<file path="config.mk">
export PLATFORM = sky130hd
export DESIGN_NAME = mcu_gpio_wdt_ctrl
export DESIGN_NICKNAME = d
export VERILOG_FILES = /design/src/rtl/mcu_gpio_wdt_ctrl.sv
export SDC_FILE = /design/constraint.sdc
export NUM_CORES = 1
export LEC_CHECK = 0
export CAP_MARGIN = 25
export CORE_AREA = 2 2 85 55
export DETAILED_ROUTE_END_ITERATION = 8
export DIE_AREA = 0 0 87 57
export PLACE_DENSITY = 0.77
export SETUP_SLACK_MARGIN = 0.3
export SLEW_MARGIN = 0
export SYNTH_ARGS = -nofsm -noshare
export SYNTH_HDL_FRONTEND = slang
export SYNTH_SLANG_ARGS = --single-unit
</file>
<file path="constraint.sdc">
create_clock -name clk_i -period 1.8 [get_ports clk_i]
set_input_delay 0.27 -clock clk_i [delete_from_list [all_inputs] [get_ports clk_i]]
set_output_delay 0.27 -clock clk_i [all_outputs]
set_load 0.01 [all_outputs]
</file>
<file path="src/rtl/mcu_gpio_wdt_ctrl.sv">
// Fabric-side watchdog and reset sequencer for the EF2M45 hard MCU.
// Watches a firmware heartbeat on gpio_h0_out, pulses ppm_rstn on missed beats,
// and latches a sticky fault after repeated watchdog resets.
module mcu_gpio_wdt_ctrl #(
    parameter int unsigned TIMEOUT_CYC    = 1000000,
    parameter int unsigned BOOT_GRACE_CYC = 8000000,
    parameter int unsigned RST_PULSE_CYC  = 1024,
    parameter int unsigned MAX_RESETS     = 3
) (
    input  logic       clk_i,
    input  logic       rst_i,
    input  logic       en_i,
    input  logic       clr_fault_i,
    input  logic       hb_in_i,
    input  logic       hb_oe_n_i,
    output logic       ppm_rstn_o,
    output logic [3:0] mcu_status_o,
    output logic [1:0] reset_cnt_o,
    output logic       wdt_fault_o
);

    localparam int unsigned MaxTg  = (TIMEOUT_CYC > BOOT_GRACE_CYC) ? TIMEOUT_CYC : BOOT_GRACE_CYC;
    localparam int unsigned MaxCyc = (MaxTg > RST_PULSE_CYC) ? MaxTg : RST_PULSE_CYC;
    localparam int unsigned TimerW = $clog2(MaxCyc) + 1;

    localparam logic [TimerW-1:0] TimeoutLast = TimerW'(TIMEOUT_CYC - 1);
    localparam logic [TimerW-1:0] GraceLast   = TimerW'(BOOT_GRACE_CYC - 1);
    localparam logic [TimerW-1:0] PulseLast   = TimerW'(RST_PULSE_CYC - 1);
    localparam logic [TimerW-1:0] TimerOne    = TimerW'(1);
    localparam logic [1:0]        MaxResets   = 2'(MAX_RESETS);

    typedef enum logic [2:0] {
        StReset,
        StIdle,
        StBoot,
        StRun,
        StFault
    } state_e;

    state_e            state_q, state_d;
    logic [TimerW-1:0] timer_q, timer_d;
    logic [1:0]        cnt_q, cnt_d;
    logic              last_wdt_q, last_wdt_d;
    logic              ppm_rstn_q, ppm_rstn_d;
    logic              fault_q, fault_d;
    logic [3:0]        status_q, status_d;

    logic hb_s1_q, hb_s2_q, hb_prev_q;
    logic oe_s1_q, oe_s2_q;
    logic hb_edge;
    logic timeout;

    // Two-flop synchronizers for the MCU heartbeat pins plus edge history.
    always_ff @(posedge clk_i or posedge rst_i) begin
        if (rst_i) begin
            hb_s1_q   <= 1'b0;
            hb_s2_q   <= 1'b0;
            hb_prev_q <= 1'b0;
            oe_s1_q   <= 1'b1;
            oe_s2_q   <= 1'b1;
        end else begin
            hb_s1_q   <= hb_in_i;
            hb_s2_q   <= hb_s1_q;
            hb_prev_q <= hb_s2_q;
            oe_s1_q   <= hb_oe_n_i;
            oe_s2_q   <= oe_s1_q;
        end
    end

    // Any heartbeat level change counts, but only while the MCU drives the pin.
    assign hb_edge = (hb_s2_q ^ hb_prev_q) & ~oe_s2_q;

    // Next-state, timer, reset counter and output decode.
    always_comb begin
        state_d    = state_q;
        timer_d    = timer_q + TimerOne;
        cnt_d      = cnt_q;
        last_wdt_d = last_wdt_q;
        timeout    = 1'b0;

        unique case (state_q)
            StReset: begin
                if (timer_q == PulseLast) begin
                    state_d = en_i ? StBoot : StIdle;
                end
            end
            StIdle: begin
                timer_d = '0;
                if (en_i) begin
                    state_d = StBoot;
                end
            end
            StBoot: begin
                if (!en_i) begin
                    state_d = StIdle;
                end else if (hb_edge) begin
                    state_d = StRun;
                end else if (timer_q == GraceLast) begin
                    timeout = 1'b1;
                end
            end
            StRun: begin
                if (!en_i) begin
                    state_d = StIdle;
                end else if (hb_edge) begin
                    timer_d = '0;
                end else if (timer_q == TimeoutLast) begin
                    timeout = 1'b1;
                end
            end
            StFault: begin
                timer_d = '0;
                if (clr_fault_i) begin
                    state_d    = StReset;
                    cnt_d      = 2'd0;
                    last_wdt_d = 1'b0;
                end
            end
            default: begin
                state_d = StReset;
            end
        endcase

        // A timeout beats a coincident clr_fault.
        if (timeout) begin
            cnt_d      = (cnt_q == 2'd3) ? 2'd3 : cnt_q + 2'd1;
            last_wdt_d = 1'b1;
            state_d    = (cnt_d >= MaxResets) ? StFault : StReset;
        end else if (clr_fault_i && (state_q != StFault)) begin
            cnt_d      = 2'd0;
            last_wdt_d = 1'b0;
        end

        if (state_d != state_q) begin
            timer_d = '0;
        end

        // Outputs are decoded from the next state so they line up with it.
        ppm_rstn_d = (state_d == StIdle) || (state_d == StBoot) || (state_d == StRun);
        fault_d    = (state_d == StFault);
        status_d   = {cnt_d, last_wdt_d, ppm_rstn_d};
    end

    // State and registered outputs; async reset holds the MCU in reset at once.
    always_ff @(posedge clk_i or posedge rst_i) begin
        if (rst_i) begin
            state_q    <= StReset;
            timer_q    <= '0;
            cnt_q      <= 2'd0;
            last_wdt_q <= 1'b0;
            ppm_rstn_q <= 1'b0;
            fault_q    <= 1'b0;
            status_q   <= 4'd0;
        end else begin
            state_q    <= state_d;
            timer_q    <= timer_d;
            cnt_q      <= cnt_d;
            last_wdt_q <= last_wdt_d;
            ppm_rstn_q <= ppm_rstn_d;
            fault_q    <= fault_d;
            status_q   <= status_d;
        end
    end

    assign ppm_rstn_o   = ppm_rstn_q;
    assign wdt_fault_o  = fault_q;
    assign mcu_status_o = status_q;
    assign reset_cnt_o  = cnt_q;

endmodule

</file>
==> flow_metrics.tcl, run 1 <==
set metrics [dict create \
    ys_seq_area_share_pct 45.2 \
    async_flop_share_pct 100 \
    leakage_nw 1.20 \
    portBuffers 13 \
    cts_made_buffers 5 \
    fin_cells 311 \
    yosys_warnings 0 \
    synthDistinctLibCells 48 \
    root_buffer "clkbuf_8" \
    hold_viol_final 0 \
    antenna_found_initial 0 \
    worst_slack_ns -0.182 \
    netlist_area_um2 2050 \
    ys_ff_latch 37 \
    vias 1722 \
    diodes 0 \
    critPathCapture "timer_q[11]" \
    arrival_ns 2.17 \
    cts_tree "done" \
    finClkSkew_ns 0.00541 \
    clk_pin_slew_ns 0.07 \
    cts_max_path_buffers 2 \
    p_int_w 0.00143 \
    critPathLaunch "timer_q[12]" \
    grt_pass1_vias 1648 \
    period_needed_ns 1.98 \
    grt_max_degree 26 \
    die-height_um 57 \
    combPwrFrac_pct 22.3 \
    dieArea_um2 4960 \
    use_met1_pct 35.0 \
    place_inst 300 \
    path_class "flip-flop to flip-flop" \
    largest_register "timer_q" \
    cts.sinks 37 \
    dr.pass1.iters 4 \
    dp_hpwl_mm 3.60 \
    ioPinCount 14 \
    synth_nets 204 \
    tightestPinTransition_ns 0.440 \
    grt.busiest_layer "met1" \
    p_switching_w 0.000592 \
    synth_edf_count 0 \
    largest_reg_flops 24 \
    ant_nets 0 \
    timing.hold.ws_ns 0.245 \
    status "finished, violations left" \
    rows 19 \
    die_w_um 87 \
    rsz0062_at_grt "true" \
    synth_flop_cell "dfrtp_1" \
    crit_fanout 24 \
    synth_top_area_share_pct 42.7 \
    drive_above_1_share_pct 34.0 \
    pwr-share-seq_pct 49.3 \
    synthTopCellsByCount "dfrtp_1 (35), nor4_1 (25), xnor2_1 (14), nor2_1 (13), nand2_1 (10)" \
    routed_via_density 5.54 \
    fmax_mhz 505 \
    synth_top_area_cell "dfrtp_1" \
    grt_usage_pct 22.6 \
    grt_first_pass_wirelength_mm 8.25 \
    clock_power_share_pct 28.5 \
    gr-usage-met3_pct 5.21 \
    hold_class "input pin to asynchronous set/reset pin" \
    post-route-drc-count 0 \
    synth_area_per_cell_um2 10.4 \
    netlist_top_cells_area "dfrtp_1 (43%), nor4_1 (7.6%), xnor2_1 (6.0%)" \
    cp-start-kind "flip-flop" \
    area_delta_synth_final_pct 34.2 \
    drt-initial-drc-count 69 \
    drv_slew 0 \
    total_power_w 0.00202 \
    gr-total-overflow 0 \
    setup_viol 31 \
    violations "negative setup slack" \
    wire_per_inst_um 15.9 \
    met2_usage_pct 30.5 \
    p_sw_share_pct 29.2 \
    ir_worst_vdd_mv 0.471 \
    syn_inst 197 \
    initial_utilization_pct 48.3 \
    yosysMostFrequentCell "dfrtp_1" \
    worst-r2r-setup-slack_ns -0.18 \
    core_um2 4260 \
    timing.rr.end "timer_q[11]" \
    totalWireLength_mm 4.93 \
    cp-end-kind "flip-flop" \
    layout.nets 265 \
    fin_crit_sh_pct 110 \
    maxCapViolations 0 \
    relSlewSlack_pct 70.6 \
    reg2reg_from "timer_q[12]" \
    clock_latency_ns 0.31 \
    cts_max_level 2 \
    powerDensity_nw_per_um2 734 \
    place_congestion 0.921 \
    r2r_cells 6 \
    crit_required_ns 1.99 \
    final_util_pct 64.8 \
]
## how the worst min path moves through the flow
stage	end	slack (ns)	cells past startpoint
4_1_cts	state_q[1]	0.25	2
2_1_floorplan	oe_s1_q	0.27	0
5_1_grt	hb_prev_q	0.28	2
3_5_place_dp	hb_s2_q	0.34	0
3_3_place_gp	hb_s2_q	0.33	0
6_report	state_q[1]	0.25	2
## worst max-delay path: stages, from the launching register on
cell and delay (ns):
dfrtp_1 0.38, or4_4 0.56, nor4_4 0.20, nand3_2 0.15
o41ai_4 0.27, buf_12 0.21, nor4_1 0.08
## through the flow
stage,instance area (um^2),setup WS (ns),setup TNS (ns)
after floorplan,2070,-0.193,-4.34
after global placement,2590,-0.146,-3.66
after detailed placement,2590,-0.238,-5.03
after CTS,2730,-0.184,-4.67
after global routing,2760,-0.262,-7.06
final,2760,-0.182,-4.64
## cell type report
type,instances,area (um^2)
fill,328,1500
multi-input combinational,138,1070
sequential,37,928
timing repair buffer,68,582
clock buffer,6,72.6
tap,52,65.1
inverter,8,30.0
clock inverter,2,10.0
## cells by family (layout without fill, tap and decap cells)
kind of cell	Yosys count	in the layout	share of synthesized area (%)
buf+inv	22	84	6.34
xor+xnor	23	23	9.81
simple gates	93	93	28.3
fa+ha+maj	1	1	0.609
compound gates	21	21	9.75
flops	37	37	45.2
## layer usage
metal	vias to the layer above	part of all wire [%]
met2	54	40
met3	8	7.7
met4	0	1.7
met1	814	51
li1	846	-
met5	-	0
## power by group through the flow
stage	clock, W	combinational (W)	sequential, W
after global placement	0	0.000430	0.00101
after global routing	0.000628	0.000493	0.00100
after detailed placement	0	0.000445	0.00101
after CTS	0.000593	0.000446	0.000994
after floorplan	0	0.000235	0.00101
final	0.000577	0.000450	0.000997
## timing repair
item,CTS,global route
pin swaps,3,2
hold buffers,0,0
setup buffers,2,1
hold endpoints to repair,0,0
resized for setup,10,5
setup endpoints to repair,36,34
## cell usage in the layout (no fill, tap or decap), drive strengths merged, types with 2 or more instances in the layout
cell / n
nor4: 27
a31oi: 2
a21oi: 3
dfstp: 2
clkinv: 2
a21o: 4
nor3: 7
nand2: 10
dlygate4sd2: 3
clkbuf: 6
xnor2: 14
nor4b: 3
nand2b: 3
dlymetal6s2s: 2
nand3: 10
nor2: 13
and3: 2
o21ai: 3
dfrtp: 35
buf: 55
or3: 2
or4: 3
nand4: 8
clkdlybuf4s50: 8
inv: 8
xor2: 9
Power figures use the tool's default switching activity.
==> run 2, diff against run 1 <==
GPL_TIMING_DRIVEN = 0   (was default)
==> flow_metrics.tcl, run 2 (synthesized netlist as in run 1, its figures left out) <==
set metrics [dict create \
    routed_via_density 6.12 \
    timing.rr.end "timer_q[12]" \
    largest_reg_flops 24 \
    die_w_um 87 \
    layout.nets 247 \
    vias 1794 \
    fin_crit_sh_pct 119 \
    hold_class "flip-flop to flip-flop" \
    cts_hold_buf 0 \
    drt-initial-drc-count 219 \
    fillers 313 \
    relSlewSlack_pct 51.7 \
    tightestPinTransition_ns 0.724 \
    grt_max_degree 23 \
    pre_cts_ws_ns -0.557 \
    portBuffers 13 \
    violations "negative setup slack" \
    dp_hpwl_mm 3.54 \
    period_needed_ns 2.14 \
    cp-start-kind "flip-flop" \
    crit_required_ns 1.95 \
    worst_slack_ns -0.339 \
    cts_tree "done" \
    largest_register "timer_q" \
    cts_max_path_buffers 2 \
    rsz0062_at_grt "true" \
    holdPathStages 0 \
    fin_cells 293 \
    totalWireLength_mm 5.72 \
    initial_utilization_pct 48.3 \
    maxCapViolations 0 \
    diodes 0 \
    hold_path_end "hb_s2_q" \
    grt_pass1_vias 1646 \
    status "finished, violations left" \
    fmax_mhz 468 \
    cts_max_level 2 \
    post-route-drc-count 0 \
    dr.pass1.iters 5 \
    cts.sinks 37 \
    hold_path_startpoint "hb_s1_q" \
    clk_pin_slew_ns 0.07 \
    place_inst 263 \
    final_cell_mix "dfrtp_1 (32), buf_4 (20), nor4_1 (16)" \
    root_buffer "clkbuf_8" \
    reg2reg_from "timer_q[12]" \
    place_congestion 0.880 \
    wire_per_inst_um 19.5 \
    dieArea_um2 4960 \
    setup_viol 32 \
    core_um2 4260 \
    postPlaceCellArea_um2 2290 \
    clock_power_share_pct 28.6 \
    final_util_pct 65.1 \
    clock_latency_ns 0.30 \
    mostFrequentLayoutCell "dfrtp_1" \
    cp-end-kind "flip-flop" \
    r2r_cells 7 \
    ant_nets 0 \
    path_class "flip-flop to flip-flop" \
    worst-r2r-setup-slack_ns -0.34 \
    powerDensity_nw_per_um2 717 \
    cts_made_buffers 5 \
    total_power_w 0.00199 \
    fin_area_um2 2770 \
    grt_first_pass_wirelength_mm 8.70 \
    die-height_um 57 \
    gr-total-overflow 0 \
    rows 19 \
    p_switching_w 0.000595 \
    grt_usage_pct 23.2 \
    p_int_w 0.00139 \
    combPwrFrac_pct 19.6 \
    p_sw_share_pct 29.9 \
    ioPinCount 14 \
    antenna_found_initial 0 \
    area_delta_synth_final_pct 34.9 \
    arrival_ns 2.29 \
    finClkSkew_ns 0.00351 \
    pwr-share-seq_pct 51.8 \
    ir_worst_vdd_mv 0.446 \
    leakage_nw 1.16 \
    drive_above_1_share_pct 34.9 \
    crit_fanout 5 \
    drv_slew 0 \
    hold_viol_final 0 \
]
==> run 2: cell count changes in the layout (fill, tap and decap cells not counted), sizes merged <==
cell and delta:
buf -23, clkbuf +5, clkdlybuf4s50 -2, dlygate4sd2 +2
==> run 2: how the worst max path moves through the flow <==
stage,from,end,slack [ns],depth (start not counted)
detailed placement,en_i,timer_q[12],-0.56,7
floorplan,timer_q[12],timer_q[9],-0.19,6
global placement,en_i,timer_q[12],-0.47,7
global route,timer_q[0],timer_q[22],-0.38,6
CTS,timer_q[12],timer_q[19],-0.39,7
finish,timer_q[12],timer_q[12],-0.34,7
==> run 2: timing repair <==
item	CTS	global route
resized for setup	20	34
setup buffers	13	6
cloned	2	1
setup endpoints to repair	38	33
pin swaps	10	5
==> run 2: power by group through the flow <==
stage,Clock [W],Sequential (W),Combinational (W)
floorplan,0,0.00101,0.000235
global placement,0,0.00102,0.000280
detailed placement,0,0.00103,0.000299
CTS,0.000576,0.00102,0.000340
global route,0.000616,0.00104,0.000429
finish,0.000568,0.00103,0.000390
==> run 2: worst max-delay path: stages, from the launching register on <==
cell     delay [ns]
dfrtp_2        0.42
or4_4          0.54
nor4_4         0.20
nand3_2        0.17
o41ai_4        0.26
buf_6          0.19
buf_6          0.14
nor4_1         0.06
==> run 2: per-stage QoR <==
stage | hold WS [ns] | TNS [ns]
after floorplan | 0.274 | -4.34
after global placement | 0.334 | -15.26
after detailed placement | 0.337 | -13.40
after CTS | 0.354 | -11.06
after global routing | 0.357 | -10.41
final | 0.352 | -9.05
==> run 2: cell type report <==
cell class	instances	area [um^2]	share of cell area, %
clock buffer	6	72.6	2.62
tap	52	65.1	2.35
multi-input combinational	138	1180	42.7
inverter	8	30.0	1.08
buffer	14	108	3.88
clock inverter	2	10.0	0.361
sequential	37	932	33.6
timing repair buffer	36	370	13.4
==> run 2: routing by layer <==
metal | vias up | wire length [um] | GRT usage (%)
met1 | 873 | 2530 | 35.4
met2 | 85 | 2550 | 32.6
met5 | - | 0 | 0
li1 | 811 | - | -
met3 | 25 | 442 | 5.35
met4 | 0 | 189 | 7.59
